[src/rtl/intersection_pkg.sv]
// Shared types for the intersection sequencer: phase encodings, lamp triples
// and the Moore decode from phase to lamp outputs.
package intersection_pkg;

   typedef enum logic [2:0] {
      NS_GREEN  = 3'd0,
      NS_YELLOW = 3'd1,
      CLEAR_A   = 3'd2,
      EW_GREEN  = 3'd3,
      EW_YELLOW = 3'd4,
      CLEAR_B   = 3'd5,
      PED_WALK  = 3'd6
   } state_e;

   typedef struct packed {
      logic red;
      logic yellow;
      logic green;
   } lamp_t;

   localparam lamp_t LAMP_RED    = 3'b100;
   localparam lamp_t LAMP_YELLOW = 3'b010;
   localparam lamp_t LAMP_GREEN  = 3'b001;

   typedef struct packed {
      lamp_t ns;
      lamp_t ew;
      logic  walk;
   } lamps_t;

   // Unlisted encodings fall back to all red, which is always a safe aspect.
   function automatic lamps_t decode_lamps(state_e s);
      lamps_t l;
      l = '{ns: LAMP_RED, ew: LAMP_RED, walk: 1'b0};
      case (s)
         NS_GREEN:  l.ns   = LAMP_GREEN;
         NS_YELLOW: l.ns   = LAMP_YELLOW;
         EW_GREEN:  l.ew   = LAMP_GREEN;
         EW_YELLOW: l.ew   = LAMP_YELLOW;
         PED_WALK:  l.walk = 1'b1;
         default:   ;
      endcase
      return l;
   endfunction

endpackage

[src/rtl/intersection_controller_timer.sv]
// Phase timer: counts enabled cycles and flags the cycle whose count equals
// the current phase limit.
module phase_timer #(
   parameter int unsigned CNT_W = 5
) (
   input  logic             clk,
   input  logic             reset,
   input  logic             enable,
   input  logic             load,
   input  logic [CNT_W-1:0] limit,
   output logic             done
);

   logic [CNT_W-1:0] count_q;

   assign done = enable && (count_q == limit);

   // NOTE: sequential state uses non-blocking assignments so every register
   // samples pre-edge values regardless of block evaluation order.
   always_ff @(posedge clk) begin
      if (reset || load) begin
         count_q <= '0;
      end else if (enable) begin
         count_q <= count_q + 1'b1;
      end
   end

endmodule

[src/rtl/intersection_controller.sv]
// Two-approach intersection sequencer with all-red clearance and a latched
// pedestrian request serviced after the east-west clearance phase.
module intersection_controller
   import intersection_pkg::*;
#(
   parameter int unsigned GREEN_CYCLES   = 20,
   parameter int unsigned YELLOW_CYCLES  = 5,
   parameter int unsigned ALL_RED_CYCLES = 2,
   parameter int unsigned WALK_CYCLES    = 10
) (
   input  logic       clk,
   input  logic       reset,
   input  logic       enable,
   input  logic       ped_req,
   output logic       ns_red,
   output logic       ns_yellow,
   output logic       ns_green,
   output logic       ew_red,
   output logic       ew_yellow,
   output logic       ew_green,
   output logic       walk,
   output logic       ped_pending,
   output logic [2:0] phase
);

   localparam int unsigned MAX_GY  = (GREEN_CYCLES > YELLOW_CYCLES) ? GREEN_CYCLES : YELLOW_CYCLES;
   localparam int unsigned MAX_RW  = (ALL_RED_CYCLES > WALK_CYCLES) ? ALL_RED_CYCLES : WALK_CYCLES;
   localparam int unsigned MAX_ALL = (MAX_GY > MAX_RW) ? MAX_GY : MAX_RW;
   localparam int unsigned CNT_W   = (MAX_ALL > 1) ? $clog2(MAX_ALL) : 1;

   localparam logic [CNT_W-1:0] LIM_G = CNT_W'(GREEN_CYCLES - 1);
   localparam logic [CNT_W-1:0] LIM_Y = CNT_W'(YELLOW_CYCLES - 1);
   localparam logic [CNT_W-1:0] LIM_R = CNT_W'(ALL_RED_CYCLES - 1);
   localparam logic [CNT_W-1:0] LIM_W = CNT_W'(WALK_CYCLES - 1);

   state_e           state_q, state_d;
   logic             ped_q, ped_d;
   lamps_t           lamps_q;
   logic [CNT_W-1:0] limit;
   logic             expire;

   always_comb begin
      case (state_q)
         NS_GREEN, EW_GREEN:   limit = LIM_G;
         NS_YELLOW, EW_YELLOW: limit = LIM_Y;
         PED_WALK:             limit = LIM_W;
         default:              limit = LIM_R;
      endcase
   end

   phase_timer #(.CNT_W(CNT_W)) u_timer (
      .clk    (clk),
      .reset  (reset),
      .enable (enable),
      .load   (expire),
      .limit  (limit),
      .done   (expire)
   );

   // NOTE: defaults first so every path assigns every output -- no latches.
   always_comb begin
      state_d = state_q;
      ped_d   = ped_q | ped_req;
      if (expire) begin
         case (state_q)
            NS_GREEN:  state_d = NS_YELLOW;
            NS_YELLOW: state_d = CLEAR_A;
            CLEAR_A:   state_d = EW_GREEN;
            EW_GREEN:  state_d = EW_YELLOW;
            EW_YELLOW: state_d = CLEAR_B;
            CLEAR_B: begin
               if (ped_q) begin
                  state_d = PED_WALK;
                  ped_d   = 1'b0;  // a request in the entry cycle is absorbed
               end else begin
                  state_d = NS_GREEN;
               end
            end
            PED_WALK:  state_d = NS_GREEN;
            default:   state_d = CLEAR_B;
         endcase
      end
   end

   // Lamps are registered from the next state so they move with phase.
   always_ff @(posedge clk) begin
      if (reset) begin
         state_q <= CLEAR_B;
         ped_q   <= 1'b0;
         lamps_q <= decode_lamps(CLEAR_B);
      end else begin
         state_q <= state_d;
         ped_q   <= ped_d;
         lamps_q <= decode_lamps(state_d);
      end
   end

   assign ns_red      = lamps_q.ns.red;
   assign ns_yellow   = lamps_q.ns.yellow;
   assign ns_green    = lamps_q.ns.green;
   assign ew_red      = lamps_q.ew.red;
   assign ew_yellow   = lamps_q.ew.yellow;
   assign ew_green    = lamps_q.ew.green;
   assign walk        = lamps_q.walk;
   assign ped_pending = ped_q;
   assign phase       = state_q;

endmodule

[config.mk]
export PLATFORM = sky130hd
export DESIGN_NAME = intersection_controller
export DESIGN_NICKNAME = d
export VERILOG_FILES = /design/src/rtl/intersection_pkg.sv /design/src/rtl/intersection_controller_timer.sv /design/src/rtl/intersection_controller.sv
export SDC_FILE = /design/constraint.sdc
export NUM_CORES = 1
export LEC_CHECK = 0
export ABC_AREA = 1
export BUFFER_PORTS_ARGS = -buffer_cell sky130_fd_sc_hd__buf_2
export CAP_MARGIN = 40
export CORE_MARGIN = 8
export CORE_UTILIZATION = 52
export CTS_BUF_LIST = sky130_fd_sc_hd__clkbuf_16
export CTS_CLUSTER_SIZE = 8
export DETAILED_ROUTE_END_ITERATION = 7
export PLACE_DENSITY = 0.76
export SLEW_MARGIN = 10
export SYNTH_ARGS = -nofsm -noshare
export SYNTH_HDL_FRONTEND = slang
export SYNTH_SLANG_ARGS = --single-unit
[constraint.sdc]
create_clock -name clk -period 1.56 [get_ports clk]
set_input_delay 0.312 -clock clk [delete_from_list [all_inputs] [get_ports clk]]
set_output_delay 0.312 -clock clk [all_outputs]
set_load 0.02 [all_outputs]
======== Word-level counts from Yosys, hierarchy flattened ========
Index checks and enable logic that the tools add are counted.
storage, ports and cells
  memory bits (writable) .................. 0
  latch bits .............................. 0
  memories kept ........................... 0
  bits in read-only memories .............. 0
  output and inout port bits .............. 11
  register bits after elaboration ......... 16
operators by class
  bitwise operators ....................... 1
  shift-type cells ........................ 0
  reduce and logical (&&, ||, !) cells .... 6
  eq/ne operators ......................... 11
  $lt $le $gt $ge ......................... 0
  divide/modulo/power cells ............... 0
  add/subtract/negate cells ............... 1
  multipliers ............................. 0
  muxes and demuxes ....................... 10
operators by type and width
  operator                                       number
  case mux 3 bit (6 select lines)                1
  == test 3 bit, second input constant           5
  case mux 5 bit (3 select lines)                1
  case mux 3 bit (2 select lines)                2
  == test 3 x 2 -> 1 bit, second input constant  3
  == test 3 x 1 -> 1 bit, second input constant  2
  logical NOT 3 bit                              2
  2-to-1 mux 3 bit                               2
  adder 5 x 1 -> 5 bit, second input constant    1
  == test 5 bit                                  1
  2-to-1 mux 1 bit                               4
  OR reduction 2 bit                             2
  logical AND 1 bit                              1
  logical OR 1 bit                               1
  OR 1 bit                                       1

======== Depth between registers and ports, before layout ========
Gate-level depths: netlist (run 1).
  word-level depth ........................ 8
  gate-level depth with buffers ........... 12

======== By module ========
Synthesis (run 1) repeated with hierarchy kept, for this count alone.
unflattened totals
  cell total of the unflattened synthesis .. 115
  area, all modules ....................... 765.7 um^2
by module, submodules not included
  module                   times used  seq. area each (um^2)  area each (um^2)  cells each
  intersection_controller  1           220.2                  439.2             60
  phase_timer              1           100.1                  326.6             55

======== Worst setup path before layout (run 1) ========
OpenSTA, ideal clock, no wires.
  path type ............................... reg2reg
  from .................................... reg state_q[2], in the netlist phase[2]
  to ...................................... reg lamps_q, in the netlist ew_red
  data arrival time ....................... 1.384 ns
  stages on the path, launching flop included .. 10
  clock period less this slack ............ 1.497 ns
  data required time ...................... 1.447 ns
  path slack .............................. 0.063 ns
  setup time .............................. 0.113 ns
  cell sequence ........................... dfxtp_1 > nor2_1 > nor2_1 > nand2_1 > nand2_2 > nand3_4 > nand2_2 > nand3_2 > nor2_2 > nor2_1
between the ends
  cells in the longest elaborated chain, start to end .. 8
RTL lines
  what                                                     RTL line                                                      text
  from (decl)                                              intersection_controller.sv:36                                 state_e state_q, state_d;
  from (signal assigned)                                   intersection_controller.sv:92                                 state_q <= state_d;
  == test 3 x 1 -> 1 bit, or another cell as far along     intersection_controller.sv:43, intersection_controller.sv:65
  OR reduction 2 bit                                       intersection_controller.sv:43                                 case (state_q)
  case mux 5 bit (3 select lines)                          intersection_controller.sv:43
  == test 5 bit                                            intersection_controller_timer.sv:16                           assign done = enable && (count_q == limit);
  logical AND 1 bit                                        intersection_controller_timer.sv:16
  2-to-1 mux 3 bit (*)                                     intersection_controller.sv:64                                 if (expire) begin
  == test 3 bit or == test 3 x 2 -> 1 bit (tied branches)  intersection_pkg.sv:35                                        case (s)
  case mux 3 bit (2 select lines) (*)                      intersection_pkg.sv:35
  to (signal assigned)                                     intersection_controller.sv:90                                 lamps_q <= decode_lamps(CLEAR_B);
  to (signal assigned)                                     intersection_controller.sv:94                                 lamps_q <= decode_lamps(state_d);
  to (decl)                                                intersection_controller.sv:38                                 lamps_t lamps_q;
Mark *: on every way between the ends. The rest lies on a longest branch, timed or not.
A chain may end at the register's enable or synchronous reset.

======== Worst setup path in the final report (run 1) ========
  from .................................... reg state_q[0], in the netlist phase[0]
  to ...................................... reg lamps_q, in the netlist ns_green
between the ends
  cells in the longest elaborated chain, start to end .. 8
RTL lines
  what                                                         RTL line
  == test 3 x 1 -> 1 bit, or another cell as far along         intersection_controller.sv:43, intersection_controller.sv:65
  OR reduction 2 bit                                           intersection_controller.sv:43
  case mux 5 bit (3 select lines)                              intersection_controller.sv:43
  == test 5 bit                                                intersection_controller_timer.sv:16
  logical AND 1 bit                                            intersection_controller_timer.sv:16
  2-to-1 mux 3 bit (*)                                         intersection_controller.sv:64
  == test 3 x 1 -> 1 bit or logical NOT 3 bit (tied branches)  intersection_pkg.sv:35
  case mux 3 bit (2 select lines) (*)                          intersection_pkg.sv:35
Marked as above.

==> impl_metrics.yaml, run 1 <==
synth:
  syn_nets: 113
  syn_area_per_cell_sq_um: 7.31
  synth_area_leaders: "dfxtp_1 (41%), nand2_1 (12%), nor2_1 (7.1%)"
  synth_seq_area_share_pct: 40.6
  synth_top_area_share_pct: 40.6
  synth_edf_count: 0
  synthCells: 108
  synthMostInstantiatedCell: "nand2_1"
  syn-cell-area_sq_um: 790
  ys_warn_count: 0
  synthTopCellsByCount: "nand2_1 (25), dfxtp_1 (16), nor2_1 (15), inv_1 (11), nand2_2 (8)"
  async_flop_share_pct: 0
  ys_ff_latch: 16
  yosysTopAreaCell: "dfxtp_1"
  synth_cell_types: 21
  ys.flop_type: "dfxtp_1"
hold_path:
  hold_depth: 3
  min_path_type: "input port to flip-flop"
cts:
  cts_htree_levels: 1
  clockBufferDepth: 2
  cts_root_buf: "clkbuf_16"
  worstSkewPairLatency_ps: 240
  cts_tree: "done"
  cts_inserted_buffers: 3
  cts.sinks: 16
  clk_pin_slew_ps: 50
power:
  p_sw_uw: 320
  seq_power_share_pct: 39.2
  switching_share_pct: 27.2
  pwr-share-clk_pct: 40.3
  p_int_uw: 856
  ir_drop_mv: 0.780
  p_leak_uw: 0.000491
  power_per_cell_area_nw_per_um2: 1130
  power_frac_comb_pct: 20.5
global_route:
  grt_max_degree: 10
  antenna_found_initial: 0
  overflow: 0
  grt_pass1_vias: 655
  grt_pass1_wl_um: 2610
  grt_use_total_pct: 11.6
job:
  drv_cap: 0
finish:
  drive_gt1_share_pct: 37.5
  nets: 135
  antenna_cells: 0
  syn_to_final_growth_pct: 31.4
  post-route-util_pct: 70.5
floorplan:
  ioPinCount: 15
  dieWidth_um: 55.0
  rows: 14
  core-area_sq_um: 1470
  die_area_sq_um: 3020
  die_h_um: 55.0
  initial_utilization_pct: 53.7
setup_path:
  rrSetupSlack_ps: 70
  crit-reg2reg-capture: "ns_green$_SDFF_PP0_"
  path_max_fanout: 8
  r2r-start: "phase[0]$_SDFF_PP1_"
  cp-end-kind: "flip-flop"
  worstSetupEndpoint: "ns_green$_SDFF_PP0_"
  cp.arrival_ps: 1670
  crit_type: "flip-flop to flip-flop"
  cp-start-kind: "flip-flop"
  rr_worst_depth: 9
  required_ps: 1740
  critPathLaunch: "phase[0]$_SDFF_PP1_"
timing:
  tightest_slew_ps: 295
  min_period_ps: 1490
  whs_ps: 383
  post-route-period-util_pct: 95.5
  setup_viol: 0
  relSlewSlack_pct: 80.2
  fmax_mhz: 671
  finalHoldViolations: 0
  finalClockSkew_ps: 1.10
  report.final.slew_viol_count: 0
routing:
  ant_nets: 0
  drt_iter0_drc: 18
  wirelength_um: 1870
  vias_per_cell: 5.18
  post_drt_wl_per_cell_um: 13.0
  drc: 0
  drt_pass1_iterations: 7
  dr_total_vias: 746
placed_design:
  gp_congestion: 0.824
  port_buffers: 14
  dpl.hpwl_um: 1240
outcome:
  outcome: "finished clean"
[metrics by stage]
step,total power (uW),setup TNS [ps],instance area [sq um],std cells,setup slack (ps)
after floorplan,609,0,790,108,62.9
after global placement,650,0,868,137,29.1
after detailed placement,653,-2.09,868,137,-2.09
after CTS,1130,0,945,140,13.2
after global routing,1230,-84.9,1040,144,-62.4
final,1180,0,1040,144,70.2
[registers in the layout (all words and copies together), names as in the netlist]
register and count:
ew_green 1, ew_red 1, ew_yellow 1, ns_green 1
ns_red 1, ns_yellow 1, ped_pending 1, phase 3
u_timer.count_q 5, walk 1
[logic make-up after synthesis]
group / share of synthesized area (%)
compound gates: 3.96
xor+xnor: 2.22
fa+ha+maj: 1.58
buf+inv: 7.61
flops: 40.6
mux: 1.27
simple gates: 42.8
[layout by cell type (no fill, tap or decap), types with 2 or more instances in the layout]
master,Yosys,layout
inv_1,11,10
nor2_1,15,13
nor2_4,1,3
nand2_1,25,21
dfxtp_1,16,12
inv_2,2,2
nand2_2,8,8
clkbuf_16,0,3
buf_4,0,4
buf_2,0,14
nor2_2,2,2
o21ai_0,2,2
xor2_1,2,2
dfxtp_4,0,3
nand2_4,0,4
nand3_1,7,7
nor3_1,4,4
nand4_1,5,5
[critical path, cell delays in order, from the launching register on]
cell and delay (ps):
dfxtp_4 410, inv_4 50, nand4_1 80, nand2_2 80
nor2_4 190, nand4_1 190, nand2_4 150, buf_4 110
nand2_1 50, nor2_1 110
[power by group through the flow]
stage	registers, uW	clock network (uW)	logic, uW
global placement	463	0	188
floorplan	480	0	129
finish	461	474	241
global route	465	499	261
CTS	456	482	193
detailed placement	463	0	190
[repair_timing]
action / CTS / global route
hold buffers: 0 / 0
gates resized for setup: 1 / 21
setup endpoints to repair: 1 / 8
pin swaps: 0 / 12
buffers inserted: 0 / 4
[routing by layer]
metal  vias to the layer above  global-route usage (%)  wire, um
met5                         -                       0         0
met4                         0                    4.00         8
met3                         2                    4.28        97
met2                        15                    19.1       952
met1                       341                    13.6       813
li1                        388                       -         -
[how the worst min path moves through the flow]
stage / endpoint / startpoint
after floorplan: u_timer.count_q[1]$_SDFFE_PP0P_ / enable
after global placement: u_timer.count_q[2]$_SDFFE_PP0P_ / u_timer.count_q[2]$_SDFFE_PP0P_
after detailed placement: u_timer.count_q[2]$_SDFFE_PP0P_ / u_timer.count_q[2]$_SDFFE_PP0P_
after CTS: phase[0]$_SDFF_PP1_ / reset
after global routing: phase[0]$_SDFF_PP1_ / reset
final: phase[0]$_SDFF_PP1_ / reset
[layout make-up]
cell class                 count  area [sq um]
clock buffer                   3          75.1
inverter                      13          51.3
fill                         121           434
tap                           16          20.0
timing repair buffer          18           100
sequential                    16           333
multi-input combinational     78           458
(Power assumes the default switching activity.)
==> run 2, diff against run 1 <==
--- a/config.mk
+++ b/config.mk
@@ -7,13 +7,13 @@
 export LEC_CHECK = 0
 export ABC_AREA = 1
 export BUFFER_PORTS_ARGS = -buffer_cell sky130_fd_sc_hd__buf_2
-export CAP_MARGIN = 40
 export CORE_MARGIN = 8
 export CORE_UTILIZATION = 52
 export CTS_BUF_LIST = sky130_fd_sc_hd__clkbuf_16
 export CTS_CLUSTER_SIZE = 8
 export DETAILED_ROUTE_END_ITERATION = 7
 export PLACE_DENSITY = 0.76
+export REMOVE_ABC_BUFFERS = 1
 export SLEW_MARGIN = 10
 export SYNTH_ARGS = -nofsm -noshare
 export SYNTH_HDL_FRONTEND = slang
==> run 2 against run 1 <==
  * Cell area decreased by 2.4%
  * Non-clock buffer count unchanged
  * Maximum frequency decreased by 0.46%
  * Sequential share of layout area increased by 0.79 points
  * Via count shrank 0.40%
  * Die area stayed put
  * Critical endpoint is now ew_red$_SDFF_PP1_
  * Combinational power down 10%
  * Count of clock-buffer cells in the layout did not move
  * Critical path depth rose by 1
  * Flip-flop and latch count unchanged
==> impl_metrics.yaml, run 2 (same netlist as run 1, synthesis figures left out) <==
outcome:
  outcome: "finished clean"
global_route:
  overflow: 0
  antenna_found_initial: 0
  gr-usage-met3_pct: 4.01
  grt_util_met1_pct: 13.4
  grt_max_degree: 10
  grt_use_total_pct: 13.0
  grt_pass1_vias: 703
  grt_pass1_wl_um: 2850
  top_usage_layer: "met2"
  use_met2_pct: 22.8
finish:
  largest_reg_flops: 5
  post-route-util_pct: 68.8
  antenna_cells: 0
  nets: 135
  final_common_cell: "nand2_1"
  syn_to_final_growth_pct: 28.2
  final_cell_mix: "nand2_1 (23), nor2_1 (14), buf_2 (14), dfxtp_1 (12), inv_1 (10)"
  stdcell_count: 145
  drive_gt1_share_pct: 34.9
  largest-register: "u_timer.count_q"
setup_path:
  slowest_delay_ps: 360
  crit_type: "flip-flop to flip-flop"
  critPathLaunch: "phase[1]$_SDFF_PP0_"
  cp-start-kind: "flip-flop"
  worstSetupEndpoint: "ew_red$_SDFF_PP1_"
  r2r-start: "phase[1]$_SDFF_PP0_"
  path_buf_inv: 1
  rr_worst_depth: 10
  cp.arrival_ps: 1640
  crit_cells: 10
  critPathSlowestCell: "dfxtp_4"
  rrSetupSlack_ps: 60
  path_max_fanout: 6
  required_ps: 1700
  path_delay_family: "simple AND/OR/NAND/NOR gates"
  crit-reg2reg-capture: "ew_red$_SDFF_PP1_"
  crit_path_cell_trace: "inv_2 -> nand2_1 -> o21bai_1 -> nand2_4 -> nand3_4 -> nand2_1 -> nand2_2 -> nand2_2 -> nor2_2 -> nor2_1"
  cp-end-kind: "flip-flop"
placed_design:
  place_inst: 138
  dpl.hpwl_um: 1310
  pre_cts_ws_ps: -45.3
  gp_congestion: 0.910
  port_buffers: 14
cts:
  worstSkewPairLatency_ps: 250
  clockBufferDepth: 2
  cts_root_buf: "clkbuf_16"
  clk_pin_slew_ps: 50
  hold_buffers: 0
  cts_tree: "done"
  cts_inserted_buffers: 3
  cts.sinks: 16
  cts_htree_levels: 1
floorplan:
  core-area_sq_um: 1470
  ioPinCount: 15
  die_area_sq_um: 3020
  initial_utilization_pct: 53.7
  die_h_um: 55.0
  dieWidth_um: 55.0
  rows: 14
routing:
  dr_total_vias: 743
  post_drt_wl_per_cell_um: 12.2
  vias_per_cell: 5.12
  ant_nets: 0
  drt_pass1_iterations: 4
  drc: 0
  wirelength_um: 1780
  drt_iter0_drc: 27
timing:
  fmax_mhz: 668
  relSlewSlack_pct: 83.0
  post-route-period-util_pct: 95.9
  tightest_slew_ps: 253
  min_period_ps: 1500
  rsz0062_at_grt: "yes"
  report.final.slew_viol_count: 0
  fin_ws_ps: 63.3
  fin_tns_setup_ps: 0
  setup_viol: 0
  finalHoldViolations: 0
  finalClockSkew_ps: 0.790
power:
  p_leak_uw: 0.000487
  power_per_cell_area_nw_per_um2: 1150
  ir_drop_mv: 0.897
job:
  drv_cap: 0
hold_path:
  min_path_type: "input port to flip-flop"
## run 2: changes by cell type in the layout (fill, tap and decap cells not counted)
cell      before  now
nand3_2        1    2
nor2_1        13   14
nand2_4        4    2
o21bai_2       1    0
nand3_1        7    6
inv_2          2    3
clkinv_1       0    1
nor2_2         2    3
inv_4          1    0
nand2_1       21   23
nor2_4         3    1
o21bai_1       0    1
## run 2: metal layers
| layer | routed length, um | up-vias |
|---|---|---|
| met1 | 759 | 329 |
| met4 | 39 | 0 |
| li1 | - | 390 |
| met3 | 98 | 5 |
| met2 | 879 | 19 |
| met5 | 0 | - |
## run 2: repair_timing
item,4_1_cts,5_1_grt
buffers inserted,0,3
pin swaps,0,7
gates resized for setup,2,12
endpoints found under the setup margin,1,6
## run 2: how the worst min path moves through the flow
stage	slack, ps	end	cells after the start	from
finish	370	phase[0]$_SDFF_PP1_	3	reset
global route	410	phase[0]$_SDFF_PP1_	3	reset
CTS	370	phase[0]$_SDFF_PP1_	3	reset
detailed placement	540	u_timer.count_q[2]$_SDFFE_PP0P_	2	u_timer.count_q[2]$_SDFFE_PP0P_
global placement	530	u_timer.count_q[2]$_SDFFE_PP0P_	2	u_timer.count_q[2]$_SDFFE_PP0P_
floorplan	480	u_timer.count_q[1]$_SDFFE_PP0P_	2	enable
## run 2: metrics by stage
step                hold slack [ps]  cell area [sq um]  power, uW
floorplan                       479                778        604
finish                          373               1010       1170
global placement                527                876        655
CTS                             372                957       1160
global route                    412               1010       1220
detailed placement              538                876        659
## run 2: report_power, final
group	switching [uW]	internal, uW
logic	139	77.9
clock network	155	340
registers	23.4	433
total	318	850
## run 2: cell type report
type	count	area [sq um]
inverters	13	48.8
well taps	16	20.0
clock inverters	1	3.75
multi-input cells	78	432
fillers	124	459
clock buffers	3	75.1
repair buffers	18	100
flip-flops and latches	16	333
## run 2: worst reg2reg max path, stage by stage, from the launching register on
cell	delay (ps)
dfxtp_4	360
inv_2	80
nand2_1	70
o21bai_1	210
nand2_4	110
nand3_4	120
nand2_1	90
nand2_2	110
nand2_2	70
nor2_2	120
nor2_1	50
